$ cat config.mk
export PLATFORM = sky130hd
export DESIGN_NAME = pl_hazard_ctrl
export DESIGN_NICKNAME = d
export VERILOG_FILES = /design/src/rtl/cpu_pl_pkg.sv /design/src/rtl/pl_slot_match.sv /design/src/rtl/pl_hazard_ctrl.sv
export SDC_FILE = /design/constraint.sdc
export NUM_CORES = 1
export LEC_CHECK = 0
export CORE_ASPECT_RATIO = 2
export CORE_UTILIZATION = 45
export CTS_CLUSTER_SIZE = 14
export DETAILED_ROUTE_END_ITERATION = 16
export PLACE_DENSITY = 0.77
export SLEW_MARGIN = 15
export SYNTH_ARGS = -nofsm -noshare
export SYNTH_HDL_FRONTEND = slang
export SYNTH_SLANG_ARGS = --single-unit
$ cat constraint.sdc
create_clock -name clk -period 1.9 [get_ports clk]
set_input_delay 0.38 -clock clk [delete_from_list [all_inputs] [get_ports clk]]
set_output_delay 0.38 -clock clk [all_outputs]
set_load 0.02 [all_outputs]
$ cat src/rtl/cpu_pl_pkg.sv
`default_nettype none
// ============================================================================
//  Package     : cpu_pl_pkg
//  Description : Shared types and constants for the cpu_pl hazard/forwarding
//                logic: scoreboard slot entry, forward-select codes and the
//                forward-code width helper.
//  Revision    : 1.0 - initial release
// ============================================================================
package cpu_pl_pkg;

    // Widest register index a slot can hold. Instantiations use RAW <= 8.
    localparam int RAW_MAX = 8;
    // Holds avail values up to DEPTH+1 = 9.
    localparam int AVAIL_W = 4;

    // Forward code 0 selects the ID/EX register value.
    localparam int FWD_REG   = 0;
    // First slot whose output carries an ALU result.
    localparam int AVAIL_ALU = 2;

    // One in-flight writer. avail is the first slot whose output carries
    // the result.
    typedef struct packed {
        logic               valid;
        logic [RAW_MAX-1:0] rd;
        logic [AVAIL_W-1:0] avail;
    } slot_t;

    // Forward select codes run 0..DEPTH.
    function automatic int fwd_w(input int depth);
        return $clog2(depth + 1);
    endfunction

endpackage
`default_nettype wire

$ cat src/rtl/pl_slot_match.sv
`default_nettype none
// ============================================================================
//  Module      : pl_slot_match
//  Description : Compares one scoreboard slot against one decode source
//                operand. match is raised when the slot sits inside the
//                forwarding window (SLOT < DEPTH) and its writer targets the
//                used source register. hazard is raised when that writer's
//                result is not available by the time the consumer reaches EX.
//  Revision    : 1.0 - initial release
//
//  Ports
//    src       in  RAW      decode source register index
//    src_used  in  1        source operand is actually read
//    entry     in  slot_t   scoreboard slot contents
//    match     out 1        slot writes src (inside the window)
//    hazard    out 1        match whose result is still too late
// ============================================================================
module pl_slot_match
    import cpu_pl_pkg::*;
#(
    parameter int SLOT  = 1,
    parameter int DEPTH = 3,
    parameter int RAW   = 5
) (
    input  logic [RAW-1:0] src,
    input  logic           src_used,
    input  slot_t          entry,
    output logic           match,
    output logic           hazard
);

    // The last slot retires into the write-first register file on the same
    // edge the consumer reads it, so it never needs forwarding or stalling.
    localparam logic c_in_window = (SLOT < DEPTH);
    // The consumer reaches EX one edge later, when this writer is in SLOT+1.
    localparam logic [AVAIL_W-1:0] c_next_slot = AVAIL_W'(SLOT + 1);

    assign match  = c_in_window & src_used & entry.valid
                  & (entry.rd == RAW_MAX'(src));
    assign hazard = match & (c_next_slot < entry.avail);

endmodule
`default_nettype wire

$ cat src/rtl/pl_hazard_ctrl.sv
`default_nettype none
// ============================================================================
//  Module      : pl_hazard_ctrl
//  Description : Hazard and forwarding controller for the cpu_pl pipeline.
//                A DEPTH-slot shift-register scoreboard tracks post-decode
//                register writers. Produces combinational stall / bubble /
//                flush controls and registered per-operand forward selects
//                for the instruction entering EX.
//  Revision    : 1.0 - initial release
//
//  Build option
//    PL_HAZARD_FWD_EN  defined   : forwarding; ALU results usable from
//                                  slot 2, loads from slot LOAD_AVAIL.
//                      undefined : no forwarding; any in-window match stalls
//                                  and fwd1/fwd2 are tied to 0.
//
//  Ports
//    clk          in  1        clock
//    rst          in  1        asynchronous active-high reset
//    en           in  1        pipeline advance enable (low = hold state)
//    id_valid     in  1        decode slot holds a real instruction
//    id_rs1/2     in  RAW      decode source indices
//    id_rs1/2_used in 1        operand is actually read
//    id_rd        in  RAW      decode destination
//    id_wen       in  1        decode instruction writes id_rd
//    id_is_load   in  1        decode instruction is a load
//    ex_redirect  in  1        taken branch/jump resolved in EX
//    stall_f      out 1        hold PC
//    stall_d      out 1        hold IF/ID
//    bubble_e     out 1        load NOP into ID/EX
//    flush_d      out 1        load NOP into IF/ID
//    fwd1/2       out clog2(DEPTH+1)  EX operand source (0 = ID/EX, k = slot k)
//    stall_cnt    out CNT_W    saturating count of enabled stall cycles
// ============================================================================
module pl_hazard_ctrl
    import cpu_pl_pkg::*;
#(
    parameter int DEPTH      = 3,
    parameter int LOAD_AVAIL = 3,
    parameter int RAW        = 5,
    parameter int CNT_W      = 32,
    localparam int FW        = fwd_w(DEPTH)
) (
    input  logic             clk,
    input  logic             rst,
    input  logic             en,
    input  logic             id_valid,
    input  logic [RAW-1:0]   id_rs1,
    input  logic [RAW-1:0]   id_rs2,
    input  logic             id_rs1_used,
    input  logic             id_rs2_used,
    input  logic [RAW-1:0]   id_rd,
    input  logic             id_wen,
    input  logic             id_is_load,
    input  logic             ex_redirect,
    output logic             stall_f,
    output logic             stall_d,
    output logic             bubble_e,
    output logic             flush_d,
    output logic [FW-1:0]    fwd1,
    output logic [FW-1:0]    fwd2,
    output logic [CNT_W-1:0] stall_cnt
);

`ifdef PL_HAZARD_FWD_EN
    localparam logic [AVAIL_W-1:0] c_avail_alu  = AVAIL_W'(AVAIL_ALU);
    localparam logic [AVAIL_W-1:0] c_avail_load = AVAIL_W'(LOAD_AVAIL);
`else
    // Without forwarding a result is only visible through the register file,
    // i.e. once the writer has left the last slot.
    localparam logic [AVAIL_W-1:0] c_avail_alu  = AVAIL_W'(DEPTH + 1);
    localparam logic [AVAIL_W-1:0] c_avail_load = AVAIL_W'(DEPTH + 1);
`endif

    // Slot 1 = EX ... slot DEPTH = WB.
    slot_t [DEPTH:1]  r_slot;
    slot_t            w_entry;
    logic  [DEPTH:1]  w_m1, w_h1, w_m2, w_h2;
    logic             w_hazard;
    logic             w_stall;
    logic [CNT_W-1:0] r_cnt;

    // Writes to x0 are discarded, so they never create a dependency.
    always_comb begin
        w_entry       = '0;
        w_entry.valid = id_wen & (id_rd != '0);
        w_entry.rd    = RAW_MAX'(id_rd);
        w_entry.avail = id_is_load ? c_avail_load : c_avail_alu;
    end

    for (genvar s = 1; s <= DEPTH; s++) begin : g_slot
        pl_slot_match #(
            .SLOT  (s),
            .DEPTH (DEPTH),
            .RAW   (RAW)
        ) u_match_rs1 (
            .src      (id_rs1),
            .src_used (id_rs1_used),
            .entry    (r_slot[s]),
            .match    (w_m1[s]),
            .hazard   (w_h1[s])
        );

        pl_slot_match #(
            .SLOT  (s),
            .DEPTH (DEPTH),
            .RAW   (RAW)
        ) u_match_rs2 (
            .src      (id_rs2),
            .src_used (id_rs2_used),
            .entry    (r_slot[s]),
            .match    (w_m2[s]),
            .hazard   (w_h2[s])
        );
    end

`ifdef PL_HAZARD_FWD_EN
    assign w_hazard = (|w_h1) | (|w_h2);
`else
    // Every avail is DEPTH+1, so any in-window match is already a hazard.
    assign w_hazard = (|w_h1) | (|w_h2) | (|w_m1) | (|w_m2);
`endif

    // A redirect squashes the decode instruction, so its hazard is moot.
    assign w_stall  = w_hazard & id_valid & ~ex_redirect;
    assign stall_f  = w_stall;
    assign stall_d  = w_stall;
    assign bubble_e = w_stall | ex_redirect;
    assign flush_d  = ex_redirect;

    always_ff @(posedge clk or posedge rst) begin
        if (rst) begin
            r_slot <= '0;
        end else if (en) begin
            r_slot[1] <= (id_valid & ~bubble_e) ? w_entry : '0;
            for (int s = 2; s <= DEPTH; s++) begin
                r_slot[s] <= r_slot[s-1];
            end
        end
    end

`ifdef PL_HAZARD_FWD_EN
    logic [FW-1:0] w_fwd1, w_fwd2;
    logic [FW-1:0] r_fwd1, r_fwd2;

    // Scan oldest to youngest so the youngest matching writer wins. A match
    // in slot s is read from slot s+1 once the consumer is in EX.
    always_comb begin
        w_fwd1 = FW'(FWD_REG);
        w_fwd2 = FW'(FWD_REG);
        for (int s = DEPTH; s >= 1; s--) begin
            if (w_m1[s]) w_fwd1 = FW'(s + 1);
            if (w_m2[s]) w_fwd2 = FW'(s + 1);
        end
    end

    always_ff @(posedge clk or posedge rst) begin
        if (rst) begin
            r_fwd1 <= FW'(FWD_REG);
            r_fwd2 <= FW'(FWD_REG);
        end else if (en) begin
            r_fwd1 <= bubble_e ? FW'(FWD_REG) : w_fwd1;
            r_fwd2 <= bubble_e ? FW'(FWD_REG) : w_fwd2;
        end
    end

    assign fwd1 = r_fwd1;
    assign fwd2 = r_fwd2;
`else
    assign fwd1 = FW'(FWD_REG);
    assign fwd2 = FW'(FWD_REG);
`endif

    always_ff @(posedge clk or posedge rst) begin
        if (rst) begin
            r_cnt <= '0;
        end else if (en && stall_d && (r_cnt != '1)) begin
            r_cnt <= r_cnt + 1'b1;
        end
    end

    assign stall_cnt = r_cnt;

endmodule
`default_nettype wire

# --- Word-level counts from Yosys, hierarchy flattened ---
# Cells that the tools add are included.
op_classes:
  n_addsub: 1
  magnitude_cmp: 2
  n_eq_ne: 5
  mux: 1
  bitwise_logic: 22
  n_reduce_logical: 7
op_table:
  columns: ["op", "n"]
  rows:
  - ["adder 32 x 1 -> 32 bit (second input constant)", 1]
  - ["== test 8 x 5 -> 1 bit", 4]
  - ["!= test 32 bit (second input constant)", 1]
  - ["bitwise AND 1 bit", 16]
  - ["two-way mux 13 bit", 1]
  - ["less-than comparator 2 x 4 -> 1 bit (first input constant)", 2]
  - ["OR reduction 2 bit", 4]
  - ["nonzero test 5 bit", 1]
  - ["OR 1 bit", 4]
  - ["logical AND 1 bit", 2]
  - ["NOT 1 bit", 2]
word_totals:
  register_bits: 58
  inputBits: 24
  output_inout_bits: 40
  elab_cells: 45

# --- Longest topological paths before layout ---
depth:
  ltp_word: 13
  mapped_depth: 9
  depth_no_buf: 7

# --- Hierarchy ---
# A second synthesis with hierarchy kept.
unflattened:
  hier_cells: 271
  hier_area_um2: 2895.3
modules_own_cells:
  columns: ["mod", "n_inst", "cells_per_inst", "area_per_inst_um2", "seq_area_each_um2"]
  rows:
  - ["pl_hazard_ctrl", 1, 217, 2494.9, 1326.3]
  - ["pl_slot_match (g_slot[1].u_match_rs1 ...)", 2, 12, 91.3, 0.0]
  - ["pl_slot_match (g_slot[2].u_match_rs1 ...)", 2, 12, 90.1, 0.0]
  - ["pl_slot_match (g_slot[3].u_match_rs1 ...)", 2, 3, 18.8, 0.0]

# --- Worst setup path before layout ---
# OpenSTA, ideal clock, no wires.
synth_timing:
  path_type: "flip-flop to output port"
  startpoint: "register r_slot[4] (netlist bit)"
  endpoint: "output stall_f"
  t_arrival_ns: 1.948
  required_time_ns: 1.520
  path_slack_ns: -0.428
  path_stages_with_launch: 10
  n_path_buf: 3
  cell_sequence: "dfrtp_1 xnor2_1 nand4_1 o22a_1 and2_4 buf_6 buf_6 nand2b_1 nor2_1 buf_4"
synth_between:
  elab_chain_cells: 9
  word_cells_on_any_way: 15
  cone_classes: "2 x eq/ne; 9 x bitwise; 4 x reduce/logical"
synth_rtl:
  columns: ["item", "line_no", "rtl"]
  rows:
  - ["start, declared", "pl_hazard_ctrl.sv:76", "slot_t [DEPTH:1] r_slot;"]
  - ["start signal, assigned by index", "pl_hazard_ctrl.sv:137", "r_slot[s] <= r_slot[s-1];"]
  - ["== test 8 x 5 -> 1 bit", "pl_slot_match.sv:39", "& (entry.rd == RAW_MAX'(src));"]
  - ["bitwise AND 1 bit", "pl_slot_match.sv:39", null]
  - ["bitwise AND 1 bit", "pl_slot_match.sv:40", "assign hazard = match & (c_next_slot < entry.avail);"]
  - ["OR reduction 2 bit", "pl_hazard_ctrl.sv:121", "assign w_hazard = (|w_h1) | (|w_h2) | (|w_m1) | (|w_m2);"]
  - ["OR 1 bit (2 in a row)", "pl_hazard_ctrl.sv:121", null]
  - ["OR 1 bit (*)", "pl_hazard_ctrl.sv:121", null]
  - ["bitwise AND 1 bit (*) (2 in a row)", "pl_hazard_ctrl.sv:125", "assign w_stall = w_hazard & id_valid & ~ex_redirect;"]
  - ["end, declared", "pl_hazard_ctrl.sv:56", "output logic stall_f,"]
# Mark *: on every way between the ends. The rest lies on a longest branch, timed or not.

# --- Final worst setup path ---
layout_timing:
  startpoint: "register r_slot[18] (netlist bit)"
  endpoint: "register r_cnt[1], in the netlist stall_cnt[1]"
layout_between:
  elab_chain_cells: 11
  word_cells_on_any_way: 17
  cone_classes: "2 x eq/ne; 9 x bitwise; 6 x reduce/logical"
layout_rtl:
  columns: ["item", "line_no", "rtl"]
  rows:
  - ["== test 8 x 5 -> 1 bit", "pl_slot_match.sv:39", null]
  - ["bitwise AND 1 bit", "pl_slot_match.sv:39", null]
  - ["bitwise AND 1 bit", "pl_slot_match.sv:40", null]
  - ["OR reduction 2 bit", "pl_hazard_ctrl.sv:121", null]
  - ["OR 1 bit (2 in a row)", "pl_hazard_ctrl.sv:121", null]
  - ["OR 1 bit (*)", "pl_hazard_ctrl.sv:121", null]
  - ["bitwise AND 1 bit (*) (2 in a row)", "pl_hazard_ctrl.sv:125", null]
  - ["logical AND 1 bit (*) (2 in a row)", "pl_hazard_ctrl.sv:177", "end else if (en && stall_d && (r_cnt != '1)) begin"]
  - ["end signal, assigned", "pl_hazard_ctrl.sv:178", "r_cnt <= r_cnt + 1'b1;"]
  - ["end, declared", "pl_hazard_ctrl.sv:81", "logic [CNT_W-1:0] r_cnt;"]
# Marked as above.
# A chain may end at the register's enable or synchronous reset.

==> impl_metrics.py <==
metrics = {
    "cells_and_area": {
        "fin_nets": 365,
        "antenna_cells_inserted": 0,
        "synthToLayoutAreaGrowth_pct": 57.2,
        "post-route-cell-area_um2": 4050,
        "drive_gt1_share_pct": 36.1,
    },
    "logic_synthesis": {
        "synth_xor_area_share_pct": 17.6,
        "synth.most_common_cell": "dfrtp_1",
        "ys_ff_latch": 44,
        "synthTopCellsByCount": "44 x dfrtp_1, 28 x xor2_1, 22 x xnor2_1",
        "ys_types": 37,
        "netlist_instances": 236,
        "synth_compound_area_share_pct": 3.11,
        "synth_ff_type": "dfrtp_1",
        "synth_area_um2": 2580,
        "synthAdderAreaFrac_pct": 0.485,
        "async_reset_ff_share_pct": 100,
        "synth_edf_count": 0,
        "syn_area_per_cell_um2": 10.9,
        "synth_top_family_by_area": "simple AND/OR/NAND/NOR gates",
        "muxShareOfSynthArea_pct": 3.20,
        "synth_simple_gate_area_share_pct": 28.3,
        "ys_seq_area_share_pct": 42.7,
        "yosys_warnings": 0,
        "yosys.area.top_type": "dfrtp_1",
        "ys_top_cells_by_area": "dfrtp_1 43%, xor2_1 9.5%, nor4_2 8.7%",
        "synth_top_area_share_pct": 42.7,
    },
    "pwr": {
        "peakVddDrop_uv": 583,
        "cellPowerDensity_nw_per_um2": 457,
        "leakage_nw": 1.87,
        "finalPower_mw": 1.85,
    },
    "floorplanning": {
        "io_pins": 64,
        "rows": 38,
        "core_area_um2": 5470,
        "die_x_um": 55.5,
        "start_util_pct": 47.1,
        "die_h_um": 109,
        "dieArea_um2": 6050,
    },
    "sta": {
        "fin_ws_ns": -0.362,
        "fin_skew_ns": 0.00273,
        "fmax_ghz": 0.442,
        "fin_crit_sh_pct": 119,
        "slew_violations": 0,
        "setup_viol": 30,
        "setup_tns_ns": -5.24,
        "finalCriticalPeriod_ns": 2.26,
        "rsz0062_at_grt": "true",
        "hold_viol": 0,
    },
    "cts": {
        "clock_path_buffers": 2,
        "clk-insertion-delay-late_ns": 0.30,
        "cts_max_level": 2,
        "root_buffer": "clkbuf_8",
        "clkSlewWorstSetupHoldPaths_ns": 0.08,
        "cts_tree": "built",
        "cts_hold_buf": 0,
        "numCtsBuffers": 5,
        "clkSinkCount": 44,
    },
    "route": {
        "drt_iter0_drc": 70,
        "dr.pass1.iters": 4,
        "drt-vias-per-instance": 5.64,
        "drc_errors": 0,
        "detail-route-antenna-nets": 0,
        "routed_wl_um": 7460,
        "wl_per_cell_um": 18.6,
        "vias": 2263,
    },
    "setup_path": {
        "required_ns": 2.09,
        "crit_chain": "xnor2_1 > nand4_1 > o22a_1 > and2_4 > buf_4 > buf_12 > or3_4 > mux2_4",
        "cp.arrival_ns": 2.46,
        "worst-path-max-fanout": 7,
        "r2r-end": "stall_cnt[1]",
        "rrSetupSlack_ns": -0.36,
        "worst_r2r_path_depth": 8,
        "crit-reg2reg-launch": "r_slot[18]",
        "critical_path.endpoint_type": "flip-flop",
        "slowest_stage": "dfrtp_1",
        "path_class": "reg -> reg",
        "crit_start": "r_slot[18]",
        "crit_path_end": "stall_cnt[1]",
        "start_kind": "flip-flop",
        "cpPeakStageDelay_ns": 0.44,
    },
    "status": {
        "violations": "setup timing",
        "status": "complete, but fails checks",
    },
    "grt": {
        "antenna_found_initial": 0,
        "gr-total-overflow": 0,
        "grt_use_total_pct": 26.5,
        "grt_pass1_wl_um": 12100,
        "grt_max_degree": 45,
        "grt_pass1_vias": 2418,
    },
    "job": {
        "cap_violations": 0,
    },
    "placement": {
        "place_congestion": 0.925,
        "dpl_cell_area_um2": 3470,
        "portBuffers": 58,
        "dp_hpwl_um": 4930,
    },
    "min_path": {
        "hold_path.class": "in -> async",
    },
}
cells by family (layout without fill, tap and decap cells):
kind of cell | Yosys count | after routing
AOI/OAI and AO/OA | 9 | 9
xor gates and xnor gates | 51 | 51
adders and majority gates | 1 | 1
buffers and inverters | 17 | 119
DFF | 44 | 44
muxes | 7 | 7
other | 1 | 4
and+or+nand+nor | 106 | 106
where the power goes:
group | switching [mW] | internal [mW]
registers | 0.0234 | 0.955
clock network | 0.320 | 0.297
logic | 0.123 | 0.135
total | 0.466 | 1.39
how the worst min path moves through the flow:
stage,start,endpoint,slack [ns]
2_1_floorplan,r_slot[12],r_slot[12],0.50
3_3_place_gp,stall_cnt[31],stall_cnt[31],0.48
3_5_place_dp,stall_cnt[17],stall_cnt[17],0.48
4_1_cts,rst,stall_cnt[7],0.43
5_1_grt,rst,r_slot[19],0.43
6_report,rst,r_slot[19],0.41
state kept, by name, indices dropped and copies added, names as in the netlist:
name	cells
stall_cnt	32
r_slot	12
timing repair:
action,in CTS,in global routing
pin swaps,52,16
resized for setup,77,8
gates cloned,1,0
setup buffers,7,7
endpoints found under the hold margin,0,0
endpoints found under the setup margin,36,36
stage by stage:
| step | std cells | utilization, % | hold WS, ns | setup slack [ns] |
|---|---|---|---|---|
| finish | 401 | 74.1 | 0.414 | -0.362 |
| global placement | 378 | 63.5 | 0.479 | -0.900 |
| floorplan | 239 | - | 0.503 | -0.163 |
| CTS | 394 | 72.5 | 0.431 | -0.322 |
| detailed placement | 378 | 63.5 | 0.481 | -0.990 |
| global route | 401 | 74.1 | 0.432 | -0.412 |
critical path, delay by kind of cell, from the launching register on:
family	cells	cell delay [ns]
xor+xnor	1	0.27
simple gates	3	0.63
flops	1	0.44
mux	1	0.30
buf+inv	2	0.30
compound gates	1	0.22
final cells by class:
class | count | area, um2
timing repair buffer | 109 | 1020
sequential | 44 | 1100
inverter | 2 | 7.51
fill | 361 | 1420
multi-input combinational | 178 | 1750
tap | 60 | 75.1
clock buffer | 8 | 90.1
layer usage:
layer | GRT usage, % | up-vias | share of wire (%)
met5 | 0 | - | 0
met4 | 13.6 | 0 | 3.3
met3 | 4.86 | 16 | 3.3
met2 | 50.9 | 70 | 58
met1 | 26.7 | 1128 | 35
li1 | - | 1049 | -
cell usage in the layout, fill, tap and decap left out, types with 2 or more instances in the layout:
cell type and instances:
nor2_4 3, buf_6 5, and3_4 2, clkbuf_8 6
dlygate4sd2_1 11, nand3_1 15, xnor2_2 6, nor4b_4 2
nand2_4 2, or3_1 2, and3_1 2, o22a_1 2
dfrtp_1 41, conb_1 4, dfrtp_2 3, nor2_1 6
buf_12 3, or3_4 3, nand4_1 16, nor3_4 8
mux2_2 6, xor2_1 28, buf_4 45, xnor2_1 17
nor4_4 18, nand2_1 14, clkdlybuf4s50_1 43, a22o_1 5
clkbuf_1 2
Note: power is estimated with default switching activity, not from simulation.
